$ cat config.mk
export PLATFORM = sky130hd
export DESIGN_NAME = param_reply_encoder
export DESIGN_NICKNAME = d
export VERILOG_FILES = /design/src/rtl/param_reply_encoder.sv
export SDC_FILE = /design/constraint.sdc
export NUM_CORES = 1
export LEC_CHECK = 0
export ABC_AREA = 1
export CAP_MARGIN = 20
export CORE_MARGIN = 4
export CORE_UTILIZATION = 52
export CTS_BUF_LIST = sky130_fd_sc_hd__clkbuf_4 sky130_fd_sc_hd__clkbuf_8
export CTS_CLUSTER_SIZE = 24
export DETAILED_ROUTE_END_ITERATION = 10
export GPL_ROUTABILITY_DRIVEN = 1
export PLACE_DENSITY = 0.79
export SLEW_MARGIN = 15
export SYNTH_ARGS = -nofsm -noshare
export SYNTH_HDL_FRONTEND = slang
export SYNTH_SLANG_ARGS = --single-unit
$ cat constraint.sdc
create_clock -name clk -period 2.5 [get_ports clk]
set_clock_uncertainty 0.2 [all_clocks]
set_input_delay 0.625 -clock clk [delete_from_list [all_inputs] [get_ports clk]]
set_output_delay 0.625 -clock clk [all_outputs]
set_load 0.05 [all_outputs]
$ cat src/rtl/param_reply_encoder.sv
// param_reply_encoder: collects per-source ack/nak/err events and sends each
// one as a REPLY_LEN-byte UDP payload followed by a packet descriptor.
// Ports: clk, reset (async, active-low); dest_mac/dest_ip latched at packet
//   start; echo_data captured with each event; ack/nak/err[N_SRC] pulses;
//   tx_fifo_data/_write/_full (payload FIFO); tx_fifo_status/_write/_full
//   (descriptor {ip, mac, len}); busy (not IDLE); overflow (sticky).
// Build option: define REPLY_ROUND_ROBIN_EN for round-robin arbitration;
//   without it the lowest pending source index wins.
module param_reply_encoder #(
    parameter int N_SRC     = 3,
    parameter int REPLY_LEN = 6
) (
    input  logic              clk,
    input  logic              reset,
    input  logic [47:0]       dest_mac,
    input  logic [31:0]       dest_ip,
    input  logic [31:0]       echo_data,
    input  logic [N_SRC-1:0]  ack,
    input  logic [N_SRC-1:0]  nak,
    input  logic [N_SRC-1:0]  err,
    output logic [7:0]        tx_fifo_data,
    output logic              tx_fifo_data_write,
    input  logic              tx_fifo_data_full,
    output logic [95:0]       tx_fifo_status,
    output logic              tx_fifo_status_write,
    input  logic              tx_fifo_status_full,
    output logic              busy,
    output logic              overflow
);
    localparam int SW = (N_SRC > 1) ? $clog2(N_SRC) : 1;

    typedef enum logic [1:0] {IDLE, SEND_DATA, SEND_STATUS} state_t;

    state_t           state_q, state_d;
    logic [N_SRC-1:0] pending_q;
    logic [1:0]       code_q [N_SRC];
    logic [31:0]      echo_q [N_SRC];
    logic [1:0]       code_new [N_SRC];
    logic [N_SRC-1:0] ev;
    logic [N_SRC-1:0] ovf_hit;
    logic [SW-1:0]    sel_d;
    logic [SW-1:0]    sh_src_q;
    logic [1:0]       sh_code_q;
    logic [31:0]      sh_echo_q;
    logic [31:0]      ip_q;
    logic [47:0]      mac_q;
    logic [2:0]       idx_q;
    logic             overflow_q;
    logic             found;
    logic             load;
    logic             last_byte;
    logic [7:0]       code_byte;
`ifdef REPLY_ROUND_ROBIN_EN
    logic [SW-1:0]    last_q;
    int               best;
`endif

    // Code 1/2/3 = ack/nak/err; err beats nak beats ack in one cycle.
    always_comb begin
        for (int i = 0; i < N_SRC; i++) begin
            ev[i] = ack[i] | nak[i] | err[i];
            if (err[i])      code_new[i] = 2'd3;
            else if (nak[i]) code_new[i] = 2'd2;
            else             code_new[i] = 2'd1;
        end
    end

`ifdef REPLY_ROUND_ROBIN_EN
    // Pick the pending source at the smallest circular distance after last_q.
    always_comb begin
        sel_d = '0;
        best  = N_SRC;
        for (int j = 0; j < N_SRC; j++) begin
            if (pending_q[j] &&
                ((j - int'(last_q) - 1 + 2 * N_SRC) % N_SRC) < best) begin
                best  = (j - int'(last_q) - 1 + 2 * N_SRC) % N_SRC;
                sel_d = SW'(j);
            end
        end
        found = (best < N_SRC);
    end
`else
    always_comb begin
        sel_d = '0;
        for (int j = N_SRC - 1; j >= 0; j--) begin
            if (pending_q[j]) sel_d = SW'(j);
        end
        found = |pending_q;
    end
`endif

    assign load      = (state_q == IDLE) && found;
    assign last_byte = (idx_q == 3'(REPLY_LEN - 1));

    // A source being loaded this cycle is no longer "unsent", so a new
    // event on it is not an overflow.
    always_comb begin
        for (int i = 0; i < N_SRC; i++) begin
            ovf_hit[i] = ev[i] & pending_q[i] & ~(load && sel_d == SW'(i));
        end
    end

    always_ff @(posedge clk or negedge reset) begin
        if (!reset) begin
            pending_q  <= '0;
            overflow_q <= 1'b0;
            for (int i = 0; i < N_SRC; i++) begin
                code_q[i] <= '0;
                echo_q[i] <= '0;
            end
        end else begin
            for (int i = 0; i < N_SRC; i++) begin
                if (ev[i]) begin
                    pending_q[i] <= 1'b1;
                    code_q[i]    <= code_new[i];
                    echo_q[i]    <= echo_data;
                end else if (load && sel_d == SW'(i)) begin
                    pending_q[i] <= 1'b0;
                end
            end
            if (|ovf_hit) overflow_q <= 1'b1;
        end
    end

    always_ff @(posedge clk or negedge reset) begin
        if (!reset) state_q <= IDLE;
        else        state_q <= state_d;
    end

    always_comb begin
        state_d = state_q;
        unique case (state_q)
            IDLE:        if (found) state_d = SEND_DATA;
            SEND_DATA:   if (!tx_fifo_data_full && last_byte)
                             state_d = SEND_STATUS;
            SEND_STATUS: if (!tx_fifo_status_full) state_d = IDLE;
            default:     state_d = IDLE;
        endcase
    end

    always_ff @(posedge clk or negedge reset) begin
        if (!reset) begin
            sh_src_q  <= '0;
            sh_code_q <= '0;
            sh_echo_q <= '0;
            mac_q     <= '0;
            ip_q      <= '0;
            idx_q     <= '0;
`ifdef REPLY_ROUND_ROBIN_EN
            last_q    <= SW'(N_SRC - 1);
`endif
        end else if (load) begin
            sh_src_q  <= sel_d;
            sh_code_q <= code_q[sel_d];
            sh_echo_q <= echo_q[sel_d];
            mac_q     <= dest_mac;
            ip_q      <= dest_ip;
            idx_q     <= '0;
`ifdef REPLY_ROUND_ROBIN_EN
            last_q    <= sel_d;
`endif
        end else if (state_q == SEND_DATA && !tx_fifo_data_full) begin
            idx_q <= last_byte ? 3'd0 : idx_q + 3'd1;
        end
    end

    always_comb begin
        unique case (sh_code_q)
            2'd1:    code_byte = 8'h06;
            2'd2:    code_byte = 8'h15;
            2'd3:    code_byte = 8'h18;
            default: code_byte = 8'h00;
        endcase
    end

    always_comb begin
        tx_fifo_data         = 8'h00;
        tx_fifo_data_write   = 1'b0;
        tx_fifo_status       = '0;
        tx_fifo_status_write = 1'b0;
        busy                 = (state_q != IDLE);
        unique case (state_q)
            SEND_DATA: begin
                tx_fifo_data_write = !tx_fifo_data_full;
                unique case (idx_q)
                    3'd0:    tx_fifo_data = 8'(sh_src_q);
                    3'd1:    tx_fifo_data = code_byte;
                    3'd2:    tx_fifo_data = sh_echo_q[31:24];
                    3'd3:    tx_fifo_data = sh_echo_q[23:16];
                    3'd4:    tx_fifo_data = sh_echo_q[15:8];
                    3'd5:    tx_fifo_data = sh_echo_q[7:0];
                    default: tx_fifo_data = 8'h00;
                endcase
            end
            SEND_STATUS: begin
                tx_fifo_status_write = !tx_fifo_status_full;
                tx_fifo_status       = {ip_q, mac_q, 16'(REPLY_LEN)};
            end
            default: ;
        endcase
    end

    assign overflow = overflow_q;

endmodule

# Word level (Yosys, flattened, before mapping)
# Index checks and enable logic that the tools add are counted.
[classes]
n_addsub = 1
n_lt_le_gt_ge = 1
eq_ne = 15
mux = 34
bitwise = 16
n_reduce_logical = 19
[op_table]
columns = ["cell", "n"]
rows = [
  ["96-bit 2-to-1 mux", 1],
  ["32-bit binary-select mux with 2-bit select", 1],
  ["32-bit 2-to-1 mux", 2],
  ["8-bit case mux with 6 select lines", 1],
  ["2-bit 2-to-1 mux", 14],
  ["5-bit case mux with 3 select lines", 1],
  ["2-bit nonzero test", 5],
  ["3-bit 2-to-1 mux", 3],
  ["2-bit == test, second input constant", 4],
  ["1-bit 2-to-1 mux", 8],
  ["8-bit 2-to-1 mux", 1],
  ["1-bit bitwise AND", 6],
  ["2-bit by 1-bit == test with 1-bit output, second input constant", 3],
  ["3-bit by 2-bit == test with 1-bit output, second input constant", 2],
  ["3-bit == test, second input constant", 2],
  ["1-bit logical AND", 6],
  ["2-bit != test, second input constant", 3],
  ["1-bit OR", 6],
  ["2-bit case mux with 3 select lines", 1],
  ["3-bit OR reduction", 2],
  ["2-bit binary-select mux with 2-bit select", 1],
  ["2-bit logical NOT", 2],
  ["3-bit by 1-bit adder with 3-bit output, second input constant", 1],
  ["3-bit by 1-bit == test with 1-bit output, second input constant", 1],
  ["6 further kinds", 9],
]
[totals]
register_bits = 227
elab_cells = 103

# Longest topological paths before layout
[depth]
depth_word = 8
depth_mapped = 9
mapped_depth_nobuf = 7

# Worst setup path after synthesis
# No wires, ideal clock.
[synth_timing]
kind = "register to output"
start = "register idx_q[2]"
end = "output tx_fifo_data[0]"
arrival_ns = 1.994
required_ns = 1.675
setup_slack_ns = -0.319
stages_incl_launch_ff = 8
n_path_buf = 2
cell_sequence = "dfrtp_1 > clkbuf_1 > inv_1 > ha_1 > buf_1 > nand2_1 > a21boi_0 > a21oi_1"
[synth_between]
elab_chain_cells = 3
word_cells_on_any_way = 8
[synth_lines]
columns = ["item", "line", "text"]
rows = [
  ["start, declared", "47", "logic [2:0] idx_q;"],
  ["start signal, assigned", "163", "idx_q <= last_byte ? 3'd0 : idx_q + 3'd1;"],
  ["3-bit == test (tied with other cells)", "185", "unique case (idx_q)"],
  ["8-bit case mux with 6 select lines (*)", "185", ""],
  ["8-bit 2-to-1 mux (*)", "182", "unique case (state_q)"],
  ["end, declared", "21", "output logic [7:0] tx_fifo_data,"],
]
# Mark *: on every way between the ends. The rest lies on a longest branch, timed or not.

# Worst setup path in the final report
[layout_timing]
start = "register idx_q[0]"
end = "output tx_fifo_data[0]"
# Same word-level chain as after synthesis.

==> results.yml <==
logic_synthesis:
  netlist_top_cells_area: "dfrtp_1 (56%), nand2_1 (14%), inv_1 (5.1%)"
  yosysTopAreaCell: "dfrtp_1"
  syn-cell-area_um2: 10200
  ys_seq_area_share_pct: 55.5
  postSynthCellCount: 1264
  yosysUniqueCellTypes: 28
  synth_most_common_cell: "nand2_1"
  ys_seq_elements: 227
  synth_commonest_cells: "nand2_1 (392), dfrtp_1 (227), inv_1 (139)"
  yosys.area.top_type_share_pct: 55.5
  ys.flop_type: "dfrtp_1"
  async_flop_share_pct: 100
  synth_edf_count: 0
  syn_avg_cell_area_um2: 8.09
  synth_warnings: 0
global_routing:
  grt_overflow_total: 0
  grt_max_degree: 68
  first_global_vias: 9426
  antenna_found_initial: 1
  track_usage_pct: 28.6
  grt_pass1_wl_um: 50500
sta:
  slew_viol_final: 0
  maxSlewHeadroom_pct: 56.3
  period_minus_slack_ns: 2.80
  setup_ws_ns: -0.299
  rsz0062_at_grt: "true"
  clock.fmax_mhz: 357
  hold_violations: 0
  finalCritPeriodShare_pct: 112
  finalHoldWorstSlack_ns: 0.271
  setup_violations: 17
  worst_pin_slew_ns: 0.655
placed_design:
  post-place-ws_ns: 0.0259
  hpwl_um: 20900
  place_area_um2: 13600
  globalplace.congestion: 0.985
  numPortBuffers: 218
drt:
  drtPass1Iterations: 7
  viasPerCell: 5.32
  ant_nets: 0
  num_vias: 9569
  first_iter_violations: 673
  wl_um: 33300
  wl_per_cell_um: 18.5
  drc: 0
floorplanning:
  initial_utilization_pct: 52.7
  rows: 51
  die_y_um: 148
  ios: 233
  dieArea_um2: 22000
  core_um2: 19400
  die_w_um: 148
clock_tree:
  cts_tree: "done"
  root_buffer: "clkbuf_8"
  clk_pin_slew_ns: 0.06
  clk_latency_ns: 0.53
  htreeDepth: 2
  cts_buffer_depth: 3
  cts_buffers: 38
  clock-sinks: 227
worst_setup_path:
  critPathLaunchType: "flop"
  cp_max_fo: 8
  r2r_cells: 7
  r2r-end: "mac_q[35]"
  r2r_start: "state_q[1]"
  cp_data_required_time_ns: 1.67
  critPathCaptureType: "output pin"
  r2r_slack_ns: 0.23
  worst-setup-path-type: "flop to output pin"
  arrival_ns: 1.97
pwr:
  power_frac_seq_pct: 36.7
  netSwitchingPower_uw: 5600
  clkPwrFrac_pct: 24.5
  ir_worst_vdd_uv: 1160
  pwr_density_cell_nw_per_um2: 928
  combPwrFrac_pct: 38.8
  p_leak_uw: 0.00724
  p_total_uw: 14400
  switching_share_pct: 38.9
  p_int_uw: 8800
worst_hold_path:
  holdPathEnd: "echo_q[43]"
  whs_path_depth: 2
  hold_start: "echo_q[43]"
  min_path_type: "flop to flop"
status:
  status: "complete, but fails checks"
  violations: "negative setup slack"
flow_run:
  maxCapViolations: 0
layout:
  drive_above_1_share_pct: 23.7
  nets: 1634
  finalInstanceArea_um2: 15500
  syn2layout_area_growth_pct: 51.8
[power groups by stage]
stage	clock, uW	sequential, uW	combinational [uW]
3_3_place_gp	0	5200	4330
5_1_grt	3750	5370	6050
2_1_floorplan	0	5080	3000
3_5_place_dp	0	5240	4470
6_report	3530	5290	5580
4_1_cts	3580	5230	5040
[layout by cell type, fill, tap and decap left out, types with 3 or more instances in the layout]
cell type          n
nand2_1          378
dfrtp_1          221
inv_1            132
clkdlybuf4s50_1  123
buf_12           105
nor2_4            79
o21ai_0           75
a21oi_1           68
o21ai_1           52
clkbuf_8          49
nor2_1            43
o211ai_1          29
buf_4             27
nor2_2            19
nand3_1           17
conb_1            14
clkbuf_4          13
nand2_2           12
inv_2             10
buf_6              9
nand4_1            7
dfrtp_2            6
buf_8              6
nand3_4            3
nand2_4            3
clkinv_2           3
[metrics by stage]
stage | TNS, ns | std cells | util (%)
final | -2.06 | 1797 | 80.1
after global placement | 0 | 1710 | 70.3
after CTS | -2.15 | 1793 | 78.0
after floorplan | -0.0292 | 1277 | -
after detailed placement | 0 | 1710 | 70.3
after global routing | -4.63 | 1797 | 80.1
[worst max-delay path, cell delays in order, from the launching register on]
cell and delay, ns:
dfrtp_2 0.49, nand2_2 0.09, inv_2 0.08, ha_4 0.18, nand2_2 0.05, a21boi_1 0.13, a21oi_2 0.25, buf_12 0.17
[layout make-up]
class	count	area, um2
diodes	1	2.50
clock buffers	62	772
clock inverters	5	52.6
fillers	1121	3870
inverters	144	548
multi-input cells	821	4390
flip-flops and latches	227	5690
well taps	265	332
repair buffers	272	3750
[cell families (layout without fill, tap and decap cells)]
family,count (synthesis),in the layout,share of synthesized area [%]
compound gates,234,234,12.3
simple gates,567,568,21.5
other cells,1,15,0.0367
fa+ha+maj,5,5,0.612
flops,227,227,55.5
buf+inv,230,483,9.99
[flip-flops by register name, indices dropped and copies added (netlist names)]
register   cells
pending_q      3
sh_src_q       2
mac_q         48
ip_q          32
overflow       1
idx_q          3
state_q        2
sh_code_q      2
echo_q        96
sh_echo_q     32
code_q         6
[layer usage]
layer	wire length [um]	global-route usage (%)
met5	0	0
met4	1230	9.52
met3	2830	5.94
met2	16400	47.6
met1	12900	37.9
[how the worst max path moves through the flow]
stage            startpoint               to  depth (start not counted)
2_1_floorplan      idx_q[2]  tx_fifo_data[0]                          7
3_3_place_gp         err[1]       echo_q[51]                          7
3_5_place_dp         err[1]       echo_q[49]                          7
4_1_cts        sh_code_q[1]  tx_fifo_data[4]                          7
5_1_grt            idx_q[0]  tx_fifo_data[0]                          7
6_report           idx_q[0]  tx_fifo_data[0]                          7
[timing repair]
| action | 4_1_cts | 5_1_grt |
|---|---|---|
| hold buffers | 1 | 0 |
| setup endpoints to repair | 93 | 89 |
| endpoints found under the hold margin | 42 | 0 |
| cloned | 2 | 0 |
| setup buffers | 13 | 4 |
| gates resized for setup | 166 | 87 |
| pin swaps | 12 | 23 |
Power figures use the tool's default switching activity.
